==> src/rtl/rr_burst_arbiter.sv <==
// Round-robin arbiter that locks the grant for a whole last-delimited burst and
// feeds one registered valid/ready slave channel. Latency: 1 cycle upstream accept to valid_down.
// Backpressure: ready_down stalls the output slice; only the current winner sees ready_up.
//
// Ports:
//   clk, rst_n             clock, asynchronous active-low reset
//   data_up/valid_up/last_up  packed per-requester payload, valid and end-of-burst flag
//   ready_up               one-hot (or zero) ready back to the winning requester
//   data_down/valid_down/last_down/grant_id  registered output beat and its source index
//   ready_down             slave ready
module rr_burst_arbiter #(
  parameter int NUM_REQ = 4,
  parameter int DATA_W  = 32,
  parameter int ID_W    = 2
) (
  input  logic                      clk,
  input  logic                      rst_n,
  input  logic [NUM_REQ*DATA_W-1:0] data_up,
  input  logic [NUM_REQ-1:0]        valid_up,
  input  logic [NUM_REQ-1:0]        last_up,
  output logic [NUM_REQ-1:0]        ready_up,
  output logic [DATA_W-1:0]         data_down,
  output logic                      valid_down,
  output logic                      last_down,
  output logic [ID_W-1:0]           grant_id,
  input  logic                      ready_down
);

  typedef enum logic {
    IDLE = 1'b0,
    LOCK = 1'b1
  } state_t;

  state_t          state_q, state_d;
  logic [ID_W-1:0] rr_ptr_q;
  logic [ID_W-1:0] owner_q, owner_d;

  logic              accept_en;
  logic              win_vld;
  logic [ID_W-1:0]   win_idx;
  logic              win_last;
  logic [DATA_W-1:0] win_data;
  logic              transfer;
  int                scan_idx;

  // The output slice can take a new beat when empty or when it drains this cycle.
  assign accept_en = ~valid_down | ready_down;

  // Winner: the burst owner while locked (even if it is momentarily idle), otherwise
  // the first valid requester after the last winner, wrapping modulo NUM_REQ.
  always_comb begin
    win_vld  = 1'b0;
    win_idx  = '0;
    scan_idx = 0;
    if (state_q == LOCK) begin
      win_vld = valid_up[owner_q];
      win_idx = owner_q;
    end else begin
      for (int k = 1; k <= NUM_REQ; k++) begin
        scan_idx = (int'(rr_ptr_q) + k) % NUM_REQ;
        if (!win_vld && valid_up[scan_idx]) begin
          win_vld = 1'b1;
          win_idx = ID_W'(scan_idx);
        end
      end
    end
  end

  assign transfer = win_vld & accept_en;
  assign win_last = last_up[win_idx];
  assign win_data = data_up[int'(win_idx)*DATA_W +: DATA_W];

  always_comb begin
    ready_up = '0;
    if (transfer) ready_up[win_idx] = 1'b1;
  end

  // Burst lock: a non-last beat taken from IDLE pins the grant until the owner's last beat.
  always_comb begin
    state_d = state_q;
    owner_d = owner_q;
    if (transfer) begin
      case (state_q)
        IDLE: begin
          if (!win_last) begin
            state_d = LOCK;
            owner_d = win_idx;
          end
        end
        LOCK: begin
          if (win_last) state_d = IDLE;
        end
        default: state_d = IDLE;
      endcase
    end
  end

  always_ff @(posedge clk or negedge rst_n) begin
    if (!rst_n) begin
      state_q    <= IDLE;
      owner_q    <= '0;
      rr_ptr_q   <= ID_W'(NUM_REQ - 1);
      valid_down <= 1'b0;
      data_down  <= '0;
      last_down  <= 1'b0;
      grant_id   <= '0;
    end else begin
      state_q <= state_d;
      owner_q <= owner_d;
      if (transfer) begin
        data_down  <= win_data;
        last_down  <= win_last;
        grant_id   <= win_idx;
        valid_down <= 1'b1;
        rr_ptr_q   <= win_idx;
      end else if (ready_down) begin
        valid_down <= 1'b0;
      end
    end
  end

endmodule

==> config.mk <==
export PLATFORM = sky130hd
export DESIGN_NAME = rr_burst_arbiter
export DESIGN_NICKNAME = d
export VERILOG_FILES = /design/src/rtl/rr_burst_arbiter.sv
export SDC_FILE = /design/constraint.sdc
export NUM_CORES = 1
export LEC_CHECK = 0
export BUFFER_PORTS_ARGS = -buffer_cell sky130_fd_sc_hd__buf_4
export CORE_MARGIN = 2
export CORE_UTILIZATION = 46
export DETAILED_ROUTE_END_ITERATION = 7
export GPL_TIMING_DRIVEN = 0
export HOLD_SLACK_MARGIN = 0.12
export PLACE_DENSITY = 0.95
export SKIP_CTS_REPAIR_TIMING = 1
export SLEW_MARGIN = 10
export SYNTH_ARGS = -nofsm -noshare
export SYNTH_HDL_FRONTEND = slang
export SYNTH_SLANG_ARGS = --single-unit
==> constraint.sdc <==
create_clock -name clk -period 5.51 [get_ports clk]
set_input_delay 1.102 -clock clk [delete_from_list [all_inputs] [get_ports clk]]
set_output_delay 1.102 -clock clk [all_outputs]
set_load 0.02 [all_outputs]
# ---- Word level (Yosys, flattened, before mapping)
# Cells that the tools add are included.
dict set report word_totals {
  ff_bits 41
  in_bits 139
  wordCells 76
}
dict set report classes {
  n_addsub 4
  magnitude_cmp 7
  shifts 1
  mux 35
  bitwise_logic 9
  n_reduce_logical 13
}
# cell count
set op_table {}
lappend op_table {{128-bit by 8-bit indexed part select with 32-bit output} 1}
lappend op_table {{1-bit two-way mux} 22}
lappend op_table {{3-bit by 4-bit less-than comparator with 1-bit output, second input constant} 4}
lappend op_table {{1-bit binary-select mux with 2-bit select} 6}
lappend op_table {{2-bit two-way mux} 5}
lappend op_table {{2-bit OR reduction} 4}
lappend op_table {{2-bit by 3-bit less-than comparator with 1-bit output, second input constant} 2}
lappend op_table {{2-bit by 1-bit adder with 2-bit output, second input constant} 2}
lappend op_table {{2-bit adder, second input constant} 2}
lappend op_table {{1-bit bitwise AND, first input constant} 4}
lappend op_table {{1-bit logical AND} 4}
lappend op_table {{4-bit two-way mux} 1}
lappend op_table {{1-bit logical NOT} 3}
lappend op_table {{1-bit inverter} 3}
lappend op_table {{3-bit AND reduction} 1}
lappend op_table {{1-bit demux with 2-bit select} 1}
lappend op_table {{2-bit by 1-bit >= comparator with 1-bit output, second input constant} 1}
lappend op_table {{2-bit nonzero test} 1}
lappend op_table {{1-bit bitwise AND} 1}
lappend op_table {{1-bit OR} 1}

# ---- Depth between registers and ports, before layout
dict set report depth {
  word_depth 25
  ltp_mapped 9
}

# ---- Least setup slack after synthesis
# No wires, ideal clock.
dict set report synth_timing {
  path_type {input to output}
  start {in valid_up[1]}
  end {out ready_up[2]}
  t_arrival_ps 2506
  t_required_ps 4408
  setup_slack_ps 1902
  stages 6
  path_buffers 1
  cell_sequence {nor2b_2 o221a_2 o31ai_2 nand2_2 buf_2 a21oi_1}
}
dict set report synth_between {
  elab_chain_len 22
  word_cells_on_any_way 40
  cone_classes {order compare: 2; mux: 30; bitwise: 1; reduce/logical: 7}
}
# item line
set synth_rtl {}
lappend synth_rtl {{start, declared} 19} ;# input logic [NUM_REQ-1:0] valid_up,
lappend synth_rtl {{1-bit binary-select mux with 2-bit select} 61} ;# if (!win_vld && valid_up[scan_idx]) begin
lappend synth_rtl {{1-bit two-way mux (implied by the code) (2 in series)} 61}
lappend synth_rtl {{1-bit two-way mux} 61}
lappend synth_rtl {{1-bit two-way mux} 55} ;# if (state_q == LOCK) begin
lappend synth_rtl {{1-bit logical NOT} 61}
lappend synth_rtl {{1-bit logical AND} 61}
lappend synth_rtl {{1-bit two-way mux} 61}
lappend synth_rtl {{1-bit two-way mux} 55}
lappend synth_rtl {{(+5 left out)} --}
lappend synth_rtl {{1-bit logical AND} 61}
lappend synth_rtl {{2-bit two-way mux} 61}
lappend synth_rtl {{2-bit two-way mux} 55}
lappend synth_rtl {{2-bit by 3-bit less-than comparator with 1-bit output (implied by the code) / 2-bit by 1-bit >= comparator with 1-bit output (equally long branches)} 75} ;# if (transfer) ready_up[win_idx] = 1'b1;
lappend synth_rtl {{1-bit logical AND (implied by the code)} 75}
lappend synth_rtl {{1-bit two-way mux (implied by the code)} 75}
lappend synth_rtl {{1-bit demux with 2-bit select} 75}
lappend synth_rtl {{4-bit two-way mux (*)} 75}
lappend synth_rtl {{end, declared} 21} ;# output logic [NUM_REQ-1:0] ready_up,
# Mark *: on every way between the ends. The rest lies on a longest branch, timed or not. The select of a mux whose other input is x is not followed.

# ---- Worst setup path in the final report
# Same ends and word-level chain as after synthesis.

==> results.md <==
- Crit. End Element: output port
- Vias in the first global route: roughly 2,800
- Hold Fails Final Rpt: 0
- Area growth from synthesis to layout: 57.7%
- Via/cell ratio: ~5.5
- Number of port buffers: roughly 180
- Most used DFF post-synth: dfrtp_1
- CTS H-tree depth: 2
- # rows: 27
- Initial DRC Count: 183
- # setup viols final: 0
- Syn Nets: 393
- Post-Synth XOR/XNOR Area: 0%
- Dpl cell area: between 4000 and 5000 µm²
- Slew @ Worst Pin: between 0.5 and 0.6 ns
- Mapped Area: about 2700 µm²
- Global route overflow: 0
- Sequential share of the synthesized area: around 38%
- I/O pin count: approximately 180
- Clock Path Buffers: 2
- DRC Markers: 0
- Slew margin rel.: around 66%
- Final period util: approximately 70%
- Clk root buf: clkbuf_8
- Clk_lat worst skew: just under 0.3 ns
- Clk_skew: 0.00788 ns
- Worst r2r src: rr_ptr_q[0]
- Core ar.: about 5600 µm²
- Area leader, netlist: dfrtp_1
- Syn_area_per_cell: 10.5 µm²
- Synthesized instance count: around 250
- Status: completed
- Synth top area share: 36.5%
- Arrival @ worst endpoint: between 2 and 3 ns
- Drt total wl: 8600 µm
- CP Launch Point: valid_up[1]
- GRT Total Usage: between 20% and 30%
- Antenna cell count: 0
- RSZ-0062 raised after global routing: no
- Area contributors post-synth: dfrtp_1, mux2i_1, o221ai_1
- Vias: roughly 2,800
- CP Class: in2out
- Multiplexer area fraction after synthesis: 26.0%
- First-pass GRT wire length: approximately 13,000 µm
- Worst min path class: reg2reg
- Asr flop ratio synth: 100%
- Clock Pin Slew Worst Setup and Hold Paths: about 0.070 ns
- Fmax: approximately 260 MHz
- Router iterations before antenna repair: 4
- Register bit total from synthesis: 41
- Share of cells above drive strength 1: approximately 50%
- Worst VDD drop: roughly 0.28 mV
- WP data required: 4.41 ns
- CTS tree: built
- Yosys cell types: 42
- Final ANT Viol Nets: 0
- Clock sinks: between 40 and 50
- Wire per inst: between 15 and 20 µm
- Die Height: roughly 80 µm
- Max FO, Critical Path: 10
- Compound-Gate Fraction of Synth Area: between 15 and 20%
- Post-Synth Simple-Gate Area: about 13%
- Final Net Count: 578
- Maxcap violations: 0
- Area of the die: ~6400 µm²
- Setup TNS: 0 ns
- Largest family of logic cells by synthesized area: multiplexers
- Post-synth EDFFs: 0
- Hold Path Origin: data_down[6]
- Initial Util: ~48%
- PD cells: 573 nW/µm²
- Gpl congestion: roughly 0.9
- Core Util, Final: 75.6%
- Largest net degree at the start of global routing: 42
- Startpoint Class: primary input
- Initial antenna violation count: 0
- Synth Area in Adders: 0%
- Die Wd: approximately 80 µm
- HPWL Detailed: ~6800 µm
- Clock buffer count from CTS: 5
- Fin area: 4220 µm²
- Post-layout min period: 3.86 ns
- Synth warn: 0
- Max-slew violation count: 0
- Pleak: approximately 2.1 nW
critical path, stage by stage:
cell and delay, ns:
buf_4 0.13, nor2b_2 0.17, o221a_2 0.26, o31ai_2 0.35
nand2_2 0.19, buf_2 0.24, a21oi_1 0.14, buf_4 0.17
cell usage in the layout (no fill, tap or decap), types with 4 or more instances in the layout:
cell	count
nand2_1	42
dfrtp_1	39
buf_2	10
o221ai_1	32
buf_4	181
o21ai_0	5
a21oi_1	4
nor2_1	7
mux2i_1	65
clkbuf_8	6
synthesized netlist by cell type (2+ instances only):
master / number
a21oi_1: 4
buf_2: 10
buf_4: 3
buf_6: 2
clkbuf_4: 2
dfrtp_1: 39
dfstp_2: 2
inv_1: 3
mux2i_1: 65
nand2_1: 42
nand2_2: 2
nand2b_1: 2
nor2_1: 7
nor2b_1: 3
nor3_1: 3
nor3_2: 2
o211a_1: 2
o21a_1: 2
o21ai_0: 5
o221ai_1: 32
where the power goes:
group / switching [mW] / internal [mW] / total [mW] / leakage [nW]
clock: 0.101 / 0.148 / 0.249 / 0.0585
sequential: 0.0993 / 0.464 / 0.563 / 0.491
combinational: 0.872 / 0.731 / 1.60 / 1.56
stage by stage:
| step | power (mW) | cells | worst slack, ns | hold slack (ns) |
|---|---|---|---|---|
| floorplan | 1.64 | 254 | 1.90 | 0.483 |
| global placement | 2.13 | 504 | 1.66 | 0.466 |
| detailed placement | 2.18 | 504 | 1.65 | 0.479 |
| CTS | 2.43 | 512 | 1.64 | 0.501 |
| global route | 2.57 | 512 | 1.53 | 0.526 |
| finish | 2.41 | 512 | 1.65 | 0.496 |
worst paths after layout:
| check | cells after the start | end | slack [ns] |
|---|---|---|---|
| max in group asynchronous | 1 | rr_ptr_q[1] | 4.36 |
| min in group asynchronous | 1 | data_down[7] | 0.79 |
| worst min-delay path | 2 | data_down[6] | 0.50 |
| worst max register to register | 8 | data_down[26] | 3.45 |
| worst min register to register | 2 | data_down[6] | 0.50 |
| worst max-delay path | 8 | ready_up[2] | 1.65 |
cell families after synthesis:
family,count (synthesis)
AOI/OAI and AO/OA,54
buffers and inverters,21
DFF,41
muxes,68
and+or+nand+nor,70
metal layers:
| layer | wire, µm | vias to the layer above | track usage [%] |
|---|---|---|---|
| li1 | - | 1331 | - |
| met4 | 130 | 0 | 6.61 |
| met2 | 4510 | 141 | 47.8 |
| met3 | 710 | 15 | 6.52 |
| met5 | 0 | - | 0 |
| met1 | 3250 | 1315 | 30.5 |
registers in the layout, indices dropped and copies added (netlist names):
register,cells
valid_down,1
rr_ptr_q,2
last_down,1
state_q,1
owner_q,2
grant_id,2
data_down,32
final cells by class:
cell class                      count  area (µm²)
Multi-Input combinational cell    192        1510
Fill cell                         413        1360
Timing Repair Buffer              178        1340
Sequential cell                    41        1030
Buffer                             18         125
Tap cell                           72        90.1
Clock buffer                        7        86.3
Clock inverter                      1        30.0
Inverter                            3        11.3
(Power assumes the default switching activity.)
